## config.mk

```make
export PLATFORM = sky130hd
export DESIGN_NAME = mantissa_shift_sequencer_flat
export DESIGN_NICKNAME = d
export VERILOG_FILES = /design/src/rtl/mantissa_shift_sequencer_pkg.sv /design/src/rtl/mantissa_shift_sequencer_if.sv /design/src/rtl/mantissa_shift_sequencer_sreg.sv /design/src/rtl/mantissa_shift_sequencer.sv /design/src/flat_wrapper.sv
export SDC_FILE = /design/constraint.sdc
export NUM_CORES = 1
export LEC_CHECK = 0
export BUFFER_PORTS_ARGS = -buffer_cell sky130_fd_sc_hd__clkbuf_2
export CAP_MARGIN = 25
export CELL_PAD_IN_SITES_DETAIL_PLACEMENT = 1
export CELL_PAD_IN_SITES_GLOBAL_PLACEMENT = 2
export CORE_UTILIZATION = 28
export DETAILED_ROUTE_END_ITERATION = 8
export PLACE_DENSITY = 0.74
export SLEW_MARGIN = 20
export SYNTH_ARGS = -nofsm -noshare
export SYNTH_HDL_FRONTEND = slang
export SYNTH_SLANG_ARGS = --single-unit
```

## constraint.sdc

```tcl
create_clock -name Clk -period 1.9 [get_ports Clk]
set_input_delay 0.19 -clock Clk [delete_from_list [all_inputs] [get_ports Clk]]
set_output_delay 0.19 -clock Clk [all_outputs]
set_load 0.01 [all_outputs]
```

## src/rtl/mantissa_shift_sequencer_pkg.sv

```systemverilog
// Shared floating-point adder definitions: sequencer state encoding, shift-register
// command codes and mantissa width.
package fp_adder_pkg;

  localparam int unsigned MANT_W = 24;

  typedef enum logic [1:0] {
    IDLE  = 2'd0,
    LOAD  = 2'd1,
    SHIFT = 2'd2,
    DONE  = 2'd3
  } seq_state_e;

  typedef logic [1:0] sr_cmd_t;

  localparam sr_cmd_t SR_HOLD  = 2'b00;
  localparam sr_cmd_t SR_RIGHT = 2'b01;
  localparam sr_cmd_t SR_LEFT  = 2'b10;
  localparam sr_cmd_t SR_LOAD  = 2'b11;

endpackage

```

## src/rtl/mantissa_shift_sequencer_if.sv

```systemverilog
// Request/result bundle between the exponent stages (master) and the mantissa
// shift sequencer (slave).
interface mantissa_shift_sequencer_if
  import fp_adder_pkg::*;
#(
  parameter int unsigned WIDTH = MANT_W,
  parameter int unsigned CNT_W = 5,
  parameter int unsigned AMT_W = 8
);

  logic             Start;
  logic             Mode;
  logic [WIDTH-1:0] M_in;
  logic [AMT_W-1:0] Shift_amt;
  logic [WIDTH-1:0] M_out;
  logic [CNT_W-1:0] Count;
  logic             Sticky;
  logic             Zero;
  logic             Busy;
  logic             Done;

  modport master (
    output Start, Mode, M_in, Shift_amt,
    input  M_out, Count, Sticky, Zero, Busy, Done
  );

  modport slave (
    input  Start, Mode, M_in, Shift_amt,
    output M_out, Count, Sticky, Zero, Busy, Done
  );

endinterface

```

## src/rtl/mantissa_shift_sequencer_sreg.sv

```systemverilog
// 24-bit PIPO bidirectional shift register: hold, shift right, shift left or
// parallel load, selected by S.
module PIPO_bidirectional_shift_register
  import fp_adder_pkg::*;
#(
  parameter int unsigned WIDTH = MANT_W
) (
  input  logic             Clk,
  input  logic             Clear,
  input  sr_cmd_t          S,
  input  logic [WIDTH-1:0] I,
  output logic [WIDTH-1:0] A
);

  logic [WIDTH-1:0] r_a;

  always_ff @(posedge Clk) begin
    if (Clear) begin
      r_a <= '0;
    end else begin
      unique case (S)
        SR_HOLD:  r_a <= r_a;
        SR_RIGHT: r_a <= {1'b0, r_a[WIDTH-1:1]};
        SR_LEFT:  r_a <= {r_a[WIDTH-2:0], 1'b0};
        default:  r_a <= I;
      endcase
    end
  end

  assign A = r_a;

endmodule

```

## src/rtl/mantissa_shift_sequencer.sv

```systemverilog
// Mantissa shift sequencer: loads an operand into the shift register, then either
// aligns (right shift with sticky) or normalizes (left shift until MSB set).
module mantissa_shift_sequencer
  import fp_adder_pkg::*;
#(
  parameter int unsigned WIDTH = MANT_W,
  parameter int unsigned CNT_W = 5,
  parameter int unsigned AMT_W = 8
) (
  input logic                       Clk,
  input logic                       Clear,
  mantissa_shift_sequencer_if.slave bus
);

  localparam logic [AMT_W-1:0] AmtWidth = AMT_W'(WIDTH);
  localparam logic [CNT_W-1:0] CntWidth = CNT_W'(WIDTH);

  seq_state_e       r_state, w_state_next;
  logic             r_mode;
  logic [WIDTH-1:0] r_m_in;
  logic [CNT_W-1:0] r_target, w_target;
  logic [CNT_W-1:0] r_count, w_count_next, w_count_inc;
  logic             r_sticky, w_sticky_next;
  logic             r_zero, w_zero_next;
  sr_cmd_t          w_s;
  logic [WIDTH-1:0] w_a;

  // Oversized requests saturate so every bit ends up in the sticky.
  assign w_target    = (bus.Shift_amt >= AmtWidth) ? CntWidth : bus.Shift_amt[CNT_W-1:0];
  assign w_count_inc = r_count + CNT_W'(1);

  always_comb begin
    w_state_next  = r_state;
    w_s           = SR_HOLD;
    w_count_next  = r_count;
    w_sticky_next = r_sticky;
    w_zero_next   = r_zero;
    unique case (r_state)
      IDLE: begin
        if (bus.Start) w_state_next = LOAD;
      end
      LOAD: begin
        w_s           = SR_LOAD;
        w_count_next  = '0;
        w_sticky_next = 1'b0;
        w_zero_next   = r_mode && (r_m_in == '0);
        if ((!r_mode && (r_target == '0)) ||
            (r_mode && (r_m_in[WIDTH-1] || (r_m_in == '0)))) begin
          w_state_next = DONE;
        end else begin
          w_state_next = SHIFT;
        end
      end
      SHIFT: begin
        w_count_next = w_count_inc;
        if (!r_mode) begin
          w_s           = SR_RIGHT;
          w_sticky_next = r_sticky | w_a[0];
          if (w_count_inc == r_target) w_state_next = DONE;
        end else begin
          // The bit below the MSB becomes the MSB after this shift.
          w_s = SR_LEFT;
          if (w_a[WIDTH-2]) w_state_next = DONE;
        end
      end
      default: begin
        w_state_next = IDLE;
      end
    endcase
  end

  always_ff @(posedge Clk) begin
    if (Clear) begin
      r_state  <= IDLE;
      r_count  <= '0;
      r_sticky <= 1'b0;
      r_zero   <= 1'b0;
      r_mode   <= 1'b0;
      r_m_in   <= '0;
      r_target <= '0;
    end else begin
      r_state  <= w_state_next;
      r_count  <= w_count_next;
      r_sticky <= w_sticky_next;
      r_zero   <= w_zero_next;
      if ((r_state == IDLE) && bus.Start) begin
        r_mode   <= bus.Mode;
        r_m_in   <= bus.M_in;
        r_target <= w_target;
      end
    end
  end

  PIPO_bidirectional_shift_register #(
    .WIDTH (WIDTH)
  ) u_sreg (
    .Clk   (Clk),
    .Clear (Clear),
    .S     (w_s),
    .I     (r_m_in),
    .A     (w_a)
  );

  assign bus.M_out  = w_a;
  assign bus.Count  = r_count;
  assign bus.Sticky = r_sticky;
  assign bus.Zero   = r_zero;
  assign bus.Busy   = (r_state == LOAD) || (r_state == SHIFT);
  assign bus.Done   = (r_state == DONE);

endmodule
```

## src/flat_wrapper.sv

```systemverilog
// flat-port wrapper written by rule: the top's interface ports become plain ports
module mantissa_shift_sequencer_flat import fp_adder_pkg::*;
#(
  parameter int unsigned WIDTH = MANT_W,
  parameter int unsigned CNT_W = 5,
  parameter int unsigned AMT_W = 8
)
  (Clk, Clear, bus_Start, bus_Mode, bus_M_in, bus_Shift_amt, bus_M_out, bus_Count, bus_Sticky, bus_Zero, bus_Busy, bus_Done);
  mantissa_shift_sequencer_if #(.WIDTH(WIDTH), .CNT_W(CNT_W), .AMT_W(AMT_W)) bus_i ();
  input logic Clk;
  input logic Clear;
  input wire logic [$bits(bus_i.Start)-1:0] bus_Start;
  input wire logic [$bits(bus_i.Mode)-1:0] bus_Mode;
  input wire logic [$bits(bus_i.M_in)-1:0] bus_M_in;
  input wire logic [$bits(bus_i.Shift_amt)-1:0] bus_Shift_amt;
  output wire logic [$bits(bus_i.M_out)-1:0] bus_M_out;
  output wire logic [$bits(bus_i.Count)-1:0] bus_Count;
  output wire logic [$bits(bus_i.Sticky)-1:0] bus_Sticky;
  output wire logic [$bits(bus_i.Zero)-1:0] bus_Zero;
  output wire logic [$bits(bus_i.Busy)-1:0] bus_Busy;
  output wire logic [$bits(bus_i.Done)-1:0] bus_Done;
  assign bus_i.Start = bus_Start;
  assign bus_i.Mode = bus_Mode;
  assign bus_i.M_in = bus_M_in;
  assign bus_i.Shift_amt = bus_Shift_amt;
  assign bus_M_out = bus_i.M_out;
  assign bus_Count = bus_i.Count;
  assign bus_Sticky = bus_i.Sticky;
  assign bus_Zero = bus_i.Zero;
  assign bus_Busy = bus_i.Busy;
  assign bus_Done = bus_i.Done;
  mantissa_shift_sequencer #(.WIDTH(WIDTH), .CNT_W(CNT_W), .AMT_W(AMT_W)) u_core (.Clk(Clk), .Clear(Clear), .bus(bus_i));
endmodule
```

* Word level (Yosys, flattened, before mapping) *
Index checks and enable logic that the tools add are counted.

storage, ports and cells
  bits in registers = 63
  input port bits = 36
  output and inout port bits = 33
  logic and storage cells = 49

operators by class
  add/sub/neg operators = 1
  order comparisons = 1
  equal/unequal tests = 10
  multiplexer cells = 13
  bitwise logic cells = 1
  reduce and logical (&&, ||, !) cells = 15

operators by type and width
  operator             number
  $pmux 24 s3          1
  $logic_not 24->1     1
  $mux 2               5
  $pmux 5 s2           1
  $ge 8x5->1 const B   1
  $eq 2x2->1 const B   3
  $pmux 2 s3           1
  $add 5x1->5 const B  1
  $eq 5x5->1           1
  $logic_not 5->1      1
  $mux 5               1
  $eq 2x1->1 const B   2
  $logic_and 1x1->1    4
  $logic_not 2->1      2
  $ne 2x2->1 const B   2
  $pmux 2 s2           1
  $logic_or 1x1->1     3
  $ne 3x1->1 const B   1
  $ne 3x3->1 const B   1
  $reduce_and 3->1     1
  $mux 1               2
  $pmux 1 s2           1
  $reduce_and 2->1     1
  $reduce_bool 2->1    1
  other kinds (2)      2

* Longest topological paths before layout *
Gate-level depths: netlist of run 1.

  depth after elaboration = 6
  mapped depth = 8

* Cells and area by module *
From an unflattened synthesis of run 1, not the netlist that was laid out.

second synthesis, totals
  cell total of the unflattened synthesis = 345
  area total of the unflattened synthesis = 2,914.0 µm²

modules (own cells, without submodules)
  module                             times used  cells each  area an instance (µm²)  seq. area each (µm²)
  mantissa_shift_sequencer           1           224         1,721.7                 780.7
  PIPO_bidirectional_shift_register  1           121         1,192.4                 480.5

* Worst setup path before layout of run 1 *
OpenSTA, ideal clock, no wires.

  kind = reg2reg
  start point = reg u_core.r_count[0] (netlist: u_core.bus.Count[0])
  end point = reg u_core.r_state[0]
  arrival time = 1,754 ps
  required time = 1,830 ps
  path slack = 76 ps
  cell stages (with the launch flop) = 7
  buffers on the path = 0
  cells stage by stage = dfxtp_1 -> ha_1 -> xor2_1 -> nor4_4 -> a41oi_2 -> a311o_1 -> a21oi_1

on the way
  word-level cells in the longest chain between the ends = 4

ends and longest elaborated chain
  item                               RTL line                        RTL
  start: declaration                 mantissa_shift_sequencer.sv:22  logic [CNT_W-1:0] r_count, w_count_next, w_count_inc;
  start signal: assignment           mantissa_shift_sequencer.sv:83  r_count <= w_count_next;
  $add 5x1->5                        mantissa_shift_sequencer.sv:30  assign w_count_inc = r_count + CNT_W'(1);
  $eq 5x5->1                         mantissa_shift_sequencer.sv:59  if (w_count_inc == r_target) w_state_next = DONE;
  $ne 3x1->1 (no source line)        -
  $reduce_and 3->1 (no source line)  -
  end signal: assignment             mantissa_shift_sequencer.sv:82  r_state <= w_state_next;
  end: declaration                   mantissa_shift_sequencer.sv:18  seq_state_e r_state, w_state_next;

Every way passes these cells.
A chain may end at the register's enable or synchronous reset.

* Worst setup path after layout of run 1 *
  start point = reg u_core.r_state[0]
  end point = reg u_core.r_state[0]

on the way
  word-level cells in the longest chain between the ends = 3
  elaborated cells between the ends (all ways) = 8
  those cells by class = eq/ne (5); mux (1); reduce/logical (2)

ends and longest elaborated chain
  item                                                 RTL line                        RTL
  $eq 2x2->1 or $logic_not 2->1 (tied branches)        mantissa_shift_sequencer.sv:38  unique case (r_state)
  $ne 3x1->1 (no source line) (tied with other cells)  -
  $reduce_and 3->1 (no source line)                    -

Several ways; a longest one is shown, not always the timed one.

==> run summary, run 1 <==
crit path DAT: 2.10 ns
area occupied by multi-input gates: 1415 µm²
buffers added on ports: 68
die area: 10,340 µm²
final core area utilization: 0.3725
status: complete, but fails checks
pre-CTS WS: -0.003276 ns
min Tclk post-route: 1.830 ns
cell row count: 36
Worst setup EP type: flop
First DRT Iteration DRCs: 166
CP Launch Type: flop
Final Hold Fails: 0
Synth Area per Inst: 8.642 µm²
CP Data Required Time: 2.17 ns
pins over their slew limit: 0
top cell type's share of synthesized area: 0.4532
critical path class: flop to flop
Reg clk slew, reported paths: 0.08 ns
Leakage Power: 1.370 nW
layout cells sized above 1: 0.2950
Least-Margin Pin Slew: 0.5687 ns
H-Tree Depth: 3
synthesized cell area: 2783 µm²
final HPWL from detailed placement: 6003 µm
Yosys Warn Count: 0
final wirelength: 8510 µm
clock sink count: 63
Pwr Density: 1526 nW/µm²
CP max FO: 4
vias in the first global route: 2,691
Vias: 2,722
drc violations: 1
post-synth top area cell: dfxtp_1
number of diodes: 0
Post-synth EDFFs: 0
largest net degree at the start of global routing: 31
Post-Synthesis Cells: 322
Worst-Skew Late Latency: 0.35 ns
HP Class: primary input to flop
Post-Syn Nets: 363
design area: 3607 µm²
Die Width: 101.7 µm
initial antenna violation count: 0
hold buffers post-CTS: 0
Area after DPL: 3342 µm²
ANT nets after route: 0
failing checks: DRC
Root Buffer: clkbuf_8
die height: 101.7 µm
Max Root-Sink Buffers: 2
normalized max-slew margin: 0.6208
Seq/Total Area, Yosys: 0.4532
first-pass GRT wire length: 13,690 µm
PnR worst setup slack: 0.07006 ns
Num CTS Buffers: 9
hold slack: 0.05433 ns
GR Overflow Total: 0
final setup fails: 0
fill count: 1,186
gp weighted congestion: 0.7778
FF+latch count, synth: 63
Register Area: 1266 µm²
drt first pass iters: 9
wire per inst: 15.97 µm
Synth area leaders: dfxtp_1, a222oi_1, nand2_1, a211oi_1, a21oi_1
starting density of the core: 0.2873
nets: 436
dominant synthesized flop cell: dfxtp_1
CTS tree: yes
Final Cycle Share: 0.9631
ys async rst share: 0
Max VDD drop: 512.6 µV
clock skew: 0.005539 ns
max-cap violation count: 0
fmax: 546.5 MHz
IO Count: 69
GRT Total Usage: 0.1734
core area: 9684 µm²
Distinct cells, synth: 39
Avg Vias per Cell: 5.107
area grow syn2layout: 29.63%
-- sequential cells by signal (all words and copies together) (netlist names) --
name	count
u_core.u_sreg.A	24
u_core.bus.Zero	1
u_core.bus.Count	5
u_core.r_m_in	24
u_core.r_state	2
u_core.r_mode	1
u_core.bus.Sticky	1
u_core.r_target	5
-- critical path: stages (launching register included) --
cell     delay (ns)
dfxtp_4        0.38
inv_1          0.07
ha_1           0.22
nor2b_1        0.17
nor4_4         0.22
a41oi_2        0.19
a311o_1        0.34
a21oi_1        0.15
-- through the flow --
stage / power, mW / cells / setup TNS [ns]
finish: 5.505 / 533 / 0
floorplan: 3.305 / 322 / 0
detailed placement: 4.165 / 515 / -0.003276
CTS: 5.497 / 531 / 0
global placement: 4.096 / 515 / 0
global route: 5.890 / 533 / -0.04078
-- synthesized netlist by cell type, types with 3 or more instances --
cell      number
xnor2_1        5
nor4_1         6
buf_2          3
a211oi_1      26
a22oi_1        5
nor3_1         6
dfxtp_1       63
nor2_1        37
a222oi_1      22
ha_1           5
nand2_1       58
a21oi_1       32
buf_4          4
clkbuf_1      16
-- final cells by class --
cell class,instances,share of cell area
clock buffer,9,0.03434
timing repair buffer,87,0.1453
sequential,63,0.3510
inverter,4,0.004162
clock inverter,7,0.02671
multi-input combinational,230,0.3923
tap,133,0.04613
-- timing repair --
item                       CTS  global route
gates resized for setup      1             7
setup endpoints to repair    1            24
pin swaps                    0             2
buffers inserted             0             2
-- power by group --
| group | switching (mW) | internal [mW] | leakage [nW] | total (mW) |
|---|---|---|---|---|
| combinational | 1.21 | 0.908 | 0.753 | 2.12 |
| sequential | 0.407 | 1.68 | 0.515 | 2.09 |
| clock | 0.559 | 0.740 | 0.102 | 1.30 |
-- metal layers --
| layer | global-route usage | wire length, µm | up-vias |
|---|---|---|---|
| li1 | - | - | 1332 |
| met1 | 0.2275 | 3900 | 1297 |
| met2 | 0.2801 | 4077 | 85 |
| met3 | 0.04900 | 438 | 8 |
| met4 | 0.04348 | 93 | 0 |
| met5 | 0 | 0 | - |
-- placed cells by master, fill, tap and decap left out, drive strengths merged, types with 3 or more instances in the layout --
master and n:
buf 19, clkinvlp 3, nand2 59, a222oi 22
xnor2 6, nor3 8, ha 5, nor4 7
a22oi 5, inv 5, a21oi 32, dfxtp 63
clkbuf 77, a211oi 26, nand3 4, nor2 37
-- final timing paths --
| kind | startpoint | end | slack [ns] | cells after the start |
|---|---|---|---|---|
| worst max-delay path | u_core.r_state[0] | u_core.r_state[0] | 0.07 | 7 |
| worst min-delay path | bus_M_in[16] | u_core.r_m_in[16] | 0.05 | 3 |
| worst max register to register | u_core.r_state[0] | u_core.r_state[0] | 0.07 | 7 |
| worst min register to register | u_core.r_m_in[8] | u_core.r_m_in[8] | 0.48 | 2 |
-- logic make-up after synthesis --
family	after synthesis	share of synthesized area
AO/OA/AOI/OAI	90	0.2365
AND/OR/NAND/NOR	125	0.2064
XOR/XNOR	8	0.02788
flip-flops	63	0.4532
adder cells (fa/ha/maj)	5	0.02248
buffers and inverters	29	0.04587
multiplexers	2	0.007644
(Power assumes the default switching activity.)
==> inputs of run 2 (changes only) <==
- BUFFER_PORTS_ARGS: -buffer_cell sky130_fd_sc_hd__clkbuf_2 -> default
- CORE_UTILIZATION: 28 -> 30
- DONT_BUFFER_PORTS: default -> 1
- PLACE_DENSITY: 0.74 -> 0.68
==> run 2 against run 1 <==
  * The flow still finishes with violations (DRC)
  * Via count decreased by 5.8%
  * Clock power increased by 9%
  * Worst setup slack improved by 0.012 ns
  * Global-route usage increased by 0.17 points
  * Register-to-register slack about the same
  * Critical path type unchanged
  * Largest power group is now registers
==> run summary, run 2 (synthesis results as in run 1) <==
most frequent cells in the layout: dfxtp_1, nand2_1, nor2_1 (was clkbuf_2, dfxtp_1, nand2_1)
Int Power: 3.357 mW (was 3.326 mW)
R2R setup slack: 0.08 ns (was 0.07 ns)
postcts setup bufs: 0 (unchanged)
critical path class: flop to flop (unchanged)
Vias: 2,565 (was 2,722)
Final Hold Fails: 0 (unchanged)
nets: 391 (was 436)
IO Count: 69 (unchanged)
Max Root-Sink Buffers: 2 (unchanged)
ANT nets after route: 0 (unchanged)
combinational share of power: 0.335 (was 0.385)
crit-path cells: inv_1 -> ha_1 -> nor2b_1 -> nor4_4 -> a41oi_2 -> a311o_1 -> a21oi_1 (unchanged)
CP max FO: 4 (unchanged)
H-Tree Depth: 3 (unchanged)
status: complete, but fails checks (unchanged)
vias in the first global route: 2,492 (was 2,691)
Avg Vias per Cell: 5.540 (was 5.107)
Num CTS Buffers: 9 (unchanged)
CTS tree: yes (unchanged)
die area: 9665 µm² (was 10,340 µm²)
GR Overflow Total: 0 (unchanged)
pins over their slew limit: 0 (unchanged)
buffers added on ports: 0 (was 68)
First DRT Iteration DRCs: 133 (was 166)
area occupied by multi-input gates: 1428 µm² (was 1415 µm²)
drc violations: 4 (was 1)
most common cell after layout, fill and taps aside: dfxtp_1 (was clkbuf_2)
number of diodes: 0 (unchanged)
max incr delay on CP: 0.38 ns (about the same)
GRT Total Usage: 0.1752 (was 0.1734)
sw frac: 0.3861 (was 0.3957)
normalized max-slew margin: 0.7360 (was 0.6208)
CP Launch Point: u_core.r_state[0] (unchanged)
switching power: 2.111 mW (was 2.178 mW)
final cell count without fillers: 463 (was 533)
Worst-Skew Late Latency: 0.34 ns (was 0.35 ns)
Root Buffer: clkbuf_8 (unchanged)
Register Area: 1266 µm² (unchanged)
failing checks: DRC (unchanged)
min Tclk post-route: 1.818 ns (was 1.830 ns)
first-pass GRT wire length: 13,140 µm (was 13,690 µm)
layout cells sized above 1: 0.1380 (was 0.2950)
Max VDD drop: 522.5 µV (was 512.6 µV)
placed cells: 421 (was 515)
hold slack: 0.005842 ns (was 0.05433 ns)
largest net degree at the start of global routing: 64 (was 31)
final setup fails: 0 (unchanged)
core area: 8848 µm² (was 9684 µm²)
setup_tns: 0 ns (unchanged)
area grow syn2layout: 27.65% (was 29.63%)
Clk pwr share: 0.261 (was 0.236)
fill count: 1,031 (was 1,186)
Power, Total: 5.468 mW (was 5.505 mW)
slowest CP cell: dfxtp_4 (unchanged)
drt first pass iters: 9 (unchanged)
die height: 98.31 µm (was 101.7 µm)
fmax: 549.9 MHz (was 546.5 MHz)
gp weighted congestion: 0.7419 (was 0.7778)
Seq pwr share: 0.404 (was 0.379)
Worst R2R End: u_core.r_state[0] (unchanged)
crit path DAT: 2.09 ns (was 2.10 ns)
Worst setup EP type: flop (unchanged)
clock sink count: 63 (unchanged)
Least-Margin Pin Slew: 0.3950 ns (was 0.5687 ns)
Leakage Power: 1.212 nW (was 1.370 nW)
wire per inst: 17.76 µm (was 15.97 µm)
final HPWL from detailed placement: 5512 µm (was 6003 µm)
max-cap violation count: 0 (unchanged)
Die Width: 98.31 µm (was 101.7 µm)
Pwr Density: 1539 nW/µm² (was 1526 nW/µm²)
last element of the critical path: u_core.r_state[0] (unchanged)
cell row count: 34 (was 36)
starting density of the core: 0.3145 (was 0.2873)
FF-to-FF Start: u_core.r_state[0] (unchanged)
HP Class: primary input to flop (unchanged)
FF-to-FF path depth: 7 (unchanged)
CP Data Required Time: 2.17 ns (about the same)
final wirelength: 8222 µm (was 8510 µm)
initial antenna violation count: 0 (unchanged)
Final Cycle Share: 0.9571 (was 0.9631)
CP Launch Type: flop (unchanged)
Reg clk slew, reported paths: 0.07 ns (was 0.08 ns)
clock skew: 0.01268 ns (was 0.005539 ns)
run 2: worst min-delay path by stage:
stage,from,to,depth (start not counted)
final,bus_M_in[8],u_core.r_m_in[8],2
after detailed placement,Clear,u_core.r_m_in[1],1
after CTS,bus_M_in[8],u_core.r_m_in[8],2
after global routing,bus_M_in[8],u_core.r_m_in[8],2
after floorplan,bus_M_in[0],u_core.r_m_in[0],2
after global placement,Clear,u_core.r_m_in[2],1
run 2: repair_timing:
action                                 CTS  global route
setup endpoints to repair                0            18
resized for setup                        0            13
endpoints found under the hold margin   63             0
hold buffers                            26             0
run 2: power groups by stage:
stage,clock network [mW],registers [mW],logic [mW]
2_1_floorplan,0,2.07,1.24
5_1_grt,1.52,2.27,2.07
3_3_place_gp,0,2.23,1.66
4_1_cts,1.47,2.21,1.80
3_5_place_dp,0,2.24,1.72
6_report,1.42,2.21,1.83
run 2: critical path, delay by kind of cell (launching register included):
family,cells,cell delay [ns]
AOI/OAI and AO/OA,3,0.67
buffers and inverters,1,0.07
and+or+nand+nor,2,0.40
adders and majority gates,1,0.24
DFF,1,0.38
run 2: per-layer routing:
| metal | vias up | track usage | share of wire | wire (µm) |
|---|---|---|---|---|
| li1 | 1243 | - | - | - |
| met1 | 1249 | 0.2194 | 0.45 | 3735 |
| met2 | 71 | 0.2790 | 0.47 | 3843 |
| met3 | 2 | 0.07301 | 0.073 | 600 |
| met4 | 0 | 0.04363 | 0.0052 | 43 |
| met5 | - | 0 | 0 | 0 |
run 2: area by class of cell:
type | instances | area share
timing repair buffer | 42 | 0.1303
sequential | 63 | 0.3565
clock buffer | 9 | 0.03487
inverter | 4 | 0.004227
multi-input combinational | 230 | 0.4019
clock inverter | 7 | 0.03417
tap | 108 | 0.03804
run 2: through the flow:
| stage | instance area, µm² | utilization | setup WS [ns] |
|---|---|---|---|
| 5_1_grt | 3552 | 0.4014 | -0.005081 |
| 3_3_place_gp | 2975 | 0.3363 | 0.04248 |
| 6_report | 3552 | 0.4014 | 0.08160 |
| 3_5_place_dp | 2975 | 0.3363 | 0.02545 |
| 2_1_floorplan | 2783 | - | 0.07553 |
| 4_1_cts | 3498 | 0.3954 | 0.002919 |
==> inputs of run 3 (changes only) <==
- BUFFER_PORTS_ARGS: default -> -buffer_cell sky130_fd_sc_hd__clkbuf_2
- CORE_UTILIZATION: 30 -> 28
- DONT_BUFFER_PORTS: 1 -> default
- PLACE_DENSITY: 0.68 -> 0.74
- SYNTH_HIERARCHICAL: default -> 1
==> run 3 against run 2 <==
  * Non-clock buffer count rose by 56
  * Largest cell class unchanged
  * Maximum frequency fell by 5.1%
  * Register-to-register slack got worse by 0.097 ns
  * Wire length rose by 11%
  * Synthesized cell count rose by 7.1%
  * Clock-buffer cell count did not move
  * Total power rose by 28%
  * Flip-flop and latch count did not move
  * Area after synthesis rose by 4.7%
  * The run ends with setup timing left
  * Sequential share of layout area fell by 3.9 points
==> run summary, run 3 <==
number of diodes: 0 (unchanged)
min Tclk post-route: 1.915 ns (was 1.818 ns)
pins over their slew limit: 0 (unchanged)
buffers added on ports: 68 (was 0)
Yosys Warn Count: 6 (was 0)
Worst-Skew Late Latency: 0.34 ns (about the same)
Num CTS Buffers: 9 (unchanged)
GR Overflow Total: 0 (unchanged)
clock skew: 0.01029 ns (was 0.01268 ns)
largest net degree at the start of global routing: 33 (was 64)
most frequent cell after synthesis: dfxtp_1 (unchanged)
Vias: 2,872 (was 2,565)
final HPWL from detailed placement: 6727 µm (was 5512 µm)
leading post-synthesis cells by instance count: dfxtp_1, nand2_1, a21oi_1 (was dfxtp_1, nand2_1, nor2_1)
switching power: 3.021 mW (was 2.111 mW)
most common cell after layout, fill and taps aside: clkbuf_2 (was dfxtp_1)
status: complete, but fails checks (unchanged)
final setup fails: 8 (was 0)
H-Tree Depth: 3 (unchanged)
combinational share of power: 0.514 (was 0.335)
Post-Synthesis Cells: 345 (was 322)
Seq/Total Area, Yosys: 0.4328 (was 0.4532)
first-pass GRT wire length: 14,900 µm (was 13,140 µm)
nets: 476 (was 391)
crit path DAT: 2.10 ns (was 2.09 ns)
Seq pwr share: 0.325 (was 0.404)
initial antenna violation count: 0 (unchanged)
sw frac: 0.4307 (was 0.3861)
dominant synthesized flop cell: dfxtp_1 (unchanged)
HP Class: primary input to flop (unchanged)
post-synth top area cell: dfxtp_1 (unchanged)
max-cap violation count: 0 (unchanged)
Die Width: 104.0 µm (was 98.31 µm)
Reg clk slew, reported paths: 0.08 ns (was 0.07 ns)
drt first pass iters: 4 (was 9)
vias in the first global route: 2,892 (was 2,492)
layout cells sized above 1: 0.3747 (was 0.1380)
wire per inst: 16.01 µm (was 17.76 µm)
die height: 104.0 µm (was 98.31 µm)
clock sink count: 63 (unchanged)
Distinct cells, synth: 40 (was 39)
cell row count: 36 (was 34)
normalized max-slew margin: 0.4882 (was 0.7360)
CTS tree: yes (unchanged)
Max Root-Sink Buffers: 2 (unchanged)
unrepaired setup endpoints after global routing: true
GRT Total Usage: 0.1734 (was 0.1752)
Pwr Density: 1755 nW/µm² (was 1539 nW/µm²)
Leakage Power: 1.689 nW (was 1.212 nW)
setup_tns: -0.04730 ns (was 0 ns)
Worst setup EP type: flop (unchanged)
drc violations: 0 (was 4)
final wirelength: 9094 µm (was 8222 µm)
failing checks: setup timing (was DRC)
Max VDD drop: 586.1 µV (was 522.5 µV)
IO Count: 69 (unchanged)
Synth Area per Inst: 8.447 µm² (was 8.642 µm²)
Clk pwr share: 0.161 (was 0.261)
gp weighted congestion: 0.7725 (was 0.7419)
fmax: 522.1 MHz (was 549.9 MHz)
FF+latch count, synth: 63 (unchanged)
CP max FO: 11 (was 4)
PnR worst setup slack: -0.01528 ns (was 0.08160 ns)
Post-synth EDFFs: 0 (unchanged)
CP Data Required Time: 2.09 ns (was 2.17 ns)
Avg Vias per Cell: 5.056 (was 5.540)
Root Buffer: clkbuf_8 (unchanged)
First DRT Iteration DRCs: 86 (was 133)
ys async rst share: 0 (unchanged)
core area: 9910 µm² (was 8848 µm²)
top cell type's share of synthesized area: 0.4328 (was 0.4532)
Post-Syn Nets: 390 (was 363)
starting density of the core: 0.2941 (was 0.3145)
CP Launch Type: flop (unchanged)
synthesized cell area: 2914 µm² (was 2783 µm²)
Int Power: 3.993 mW (was 3.357 mW)
most frequent cells in the layout: clkbuf_2, nand2_1, dfxtp_1 (was dfxtp_1, nand2_1, nor2_1)
critical path class: flop to flop (unchanged)
Final Hold Fails: 0 (unchanged)
hold buffers post-CTS: 0 (was 26)
Least-Margin Pin Slew: 0.7677 ns (was 0.3950 ns)
design area: 3998 µm² (was 3552 µm²)
area grow syn2layout: 37.18% (was 27.65%)
Synth area leaders: dfxtp_1, nand2_1, a21oi_1, a221oi_1, o22ai_1 (was dfxtp_1, a222oi_1, nand2_1, a211oi_1, a21oi_1)
Area after DPL: 3726 µm² (was 2975 µm²)
ANT nets after route: 0 (unchanged)
pre-CTS WS: -0.06009 ns (was 0.02545 ns)
Final Cycle Share: 1.008 (was 0.9571)
die area: 10,820 µm² (was 9665 µm²)
[run 3: cell count changes in the layout (fill, tap and decap cells not counted), sizes merged, moves of 8 or more]
cell         delta
buf            +13
clkbuf         +68
inv             +8
a211oi         -26
o22ai          +22
nor2           -21
a221oi         +24
dlygate4sd3    -25
nor3           +21
a222oi         -22
[run 3: layer usage]
metal / routed length [µm] / share of wire / up-vias / GRT usage
met4: 31 / 0.0034 / 0 / 0.03673
met1: 4443 / 0.49 / 1398 / 0.2273
li1: - / - / 1432 / -
met3: 257 / 0.028 / 2 / 0.04511
met5: 0 / 0 / - / 0
met2: 4360 / 0.48 / 40 / 0.2857
[run 3: worst max-delay path, stage by stage, from the launching register on]
cell	delay, ns
dfxtp_4	0.38
inv_4	0.05
ha_4	0.27
a21boi_4	0.18
inv_2	0.07
ha_4	0.31
nand2b_4	0.10
buf_12	0.16
a221oi_2	0.17
nor3_1	0.07
[run 3: layout make-up]
class	instances	area, µm²
repair buffers	98	631.9
fillers	1201	5912
clock buffers	9	123.9
inverters	12	47.55
multi-input cells	247	1697
well taps	133	166.4
clock inverters	6	62.56
flip-flops and latches	63	1269
[run 3: cells by family after synthesis]
kind of cell,synth area share
AND/OR/NAND/NOR,0.2220
multiplexers,0.006870
AO/OA/AOI/OAI,0.2207
flip-flops,0.4328
adder cells (fa/ha/maj),0.03864
buffers and inverters,0.06397
XOR/XNOR,0.01503
[run 3: power groups by stage]
stage / combinational [mW] / clock [mW] / sequential (mW)
2_1_floorplan: 2.26 / 0 / 2.28
3_3_place_gp: 3.37 / 0 / 2.29
3_5_place_dp: 3.46 / 0 / 2.30
4_1_cts: 3.55 / 1.17 / 2.27
5_1_grt: 3.95 / 1.24 / 2.35
6_report: 3.61 / 1.13 / 2.28
[run 3: timing repair]
| action | 4_1_cts | 5_1_grt |
|---|---|---|
| gates resized for setup | 6 | 10 |
| endpoints found under the setup margin | 24 | 26 |
| cloned | 1 | 0 |
| pin swaps | 3 | 4 |
| setup buffers | 0 | 1 |
[run 3: metrics by stage]
| step | cells | hold WS [ns] | total power [mW] | util |
|---|---|---|---|---|
| after floorplan | 345 | 0.2687 | 4.538 | - |
| after global placement | 551 | 0.4151 | 5.658 | 0.3760 |
| after detailed placement | 551 | 0.4223 | 5.759 | 0.3760 |
| after CTS | 567 | 0.04797 | 6.994 | 0.3975 |
| after global routing | 568 | 0.05446 | 7.534 | 0.4034 |
| final | 568 | 0.06451 | 7.015 | 0.4034 |
[run 3: path summary, 6_finish.rpt]
check,from,endpoint,slack [ns],cells after the start
min,bus_M_in[14],u_core/r_m_in[14],0.06,3
max reg2reg,u_core/r_state[0],u_core/u_sreg/A[3],-0.02,9
max,u_core/r_state[0],u_core/u_sreg/A[3],-0.02,9
min reg2reg,u_core/bus.Zero,u_core/bus.Zero,0.46,2
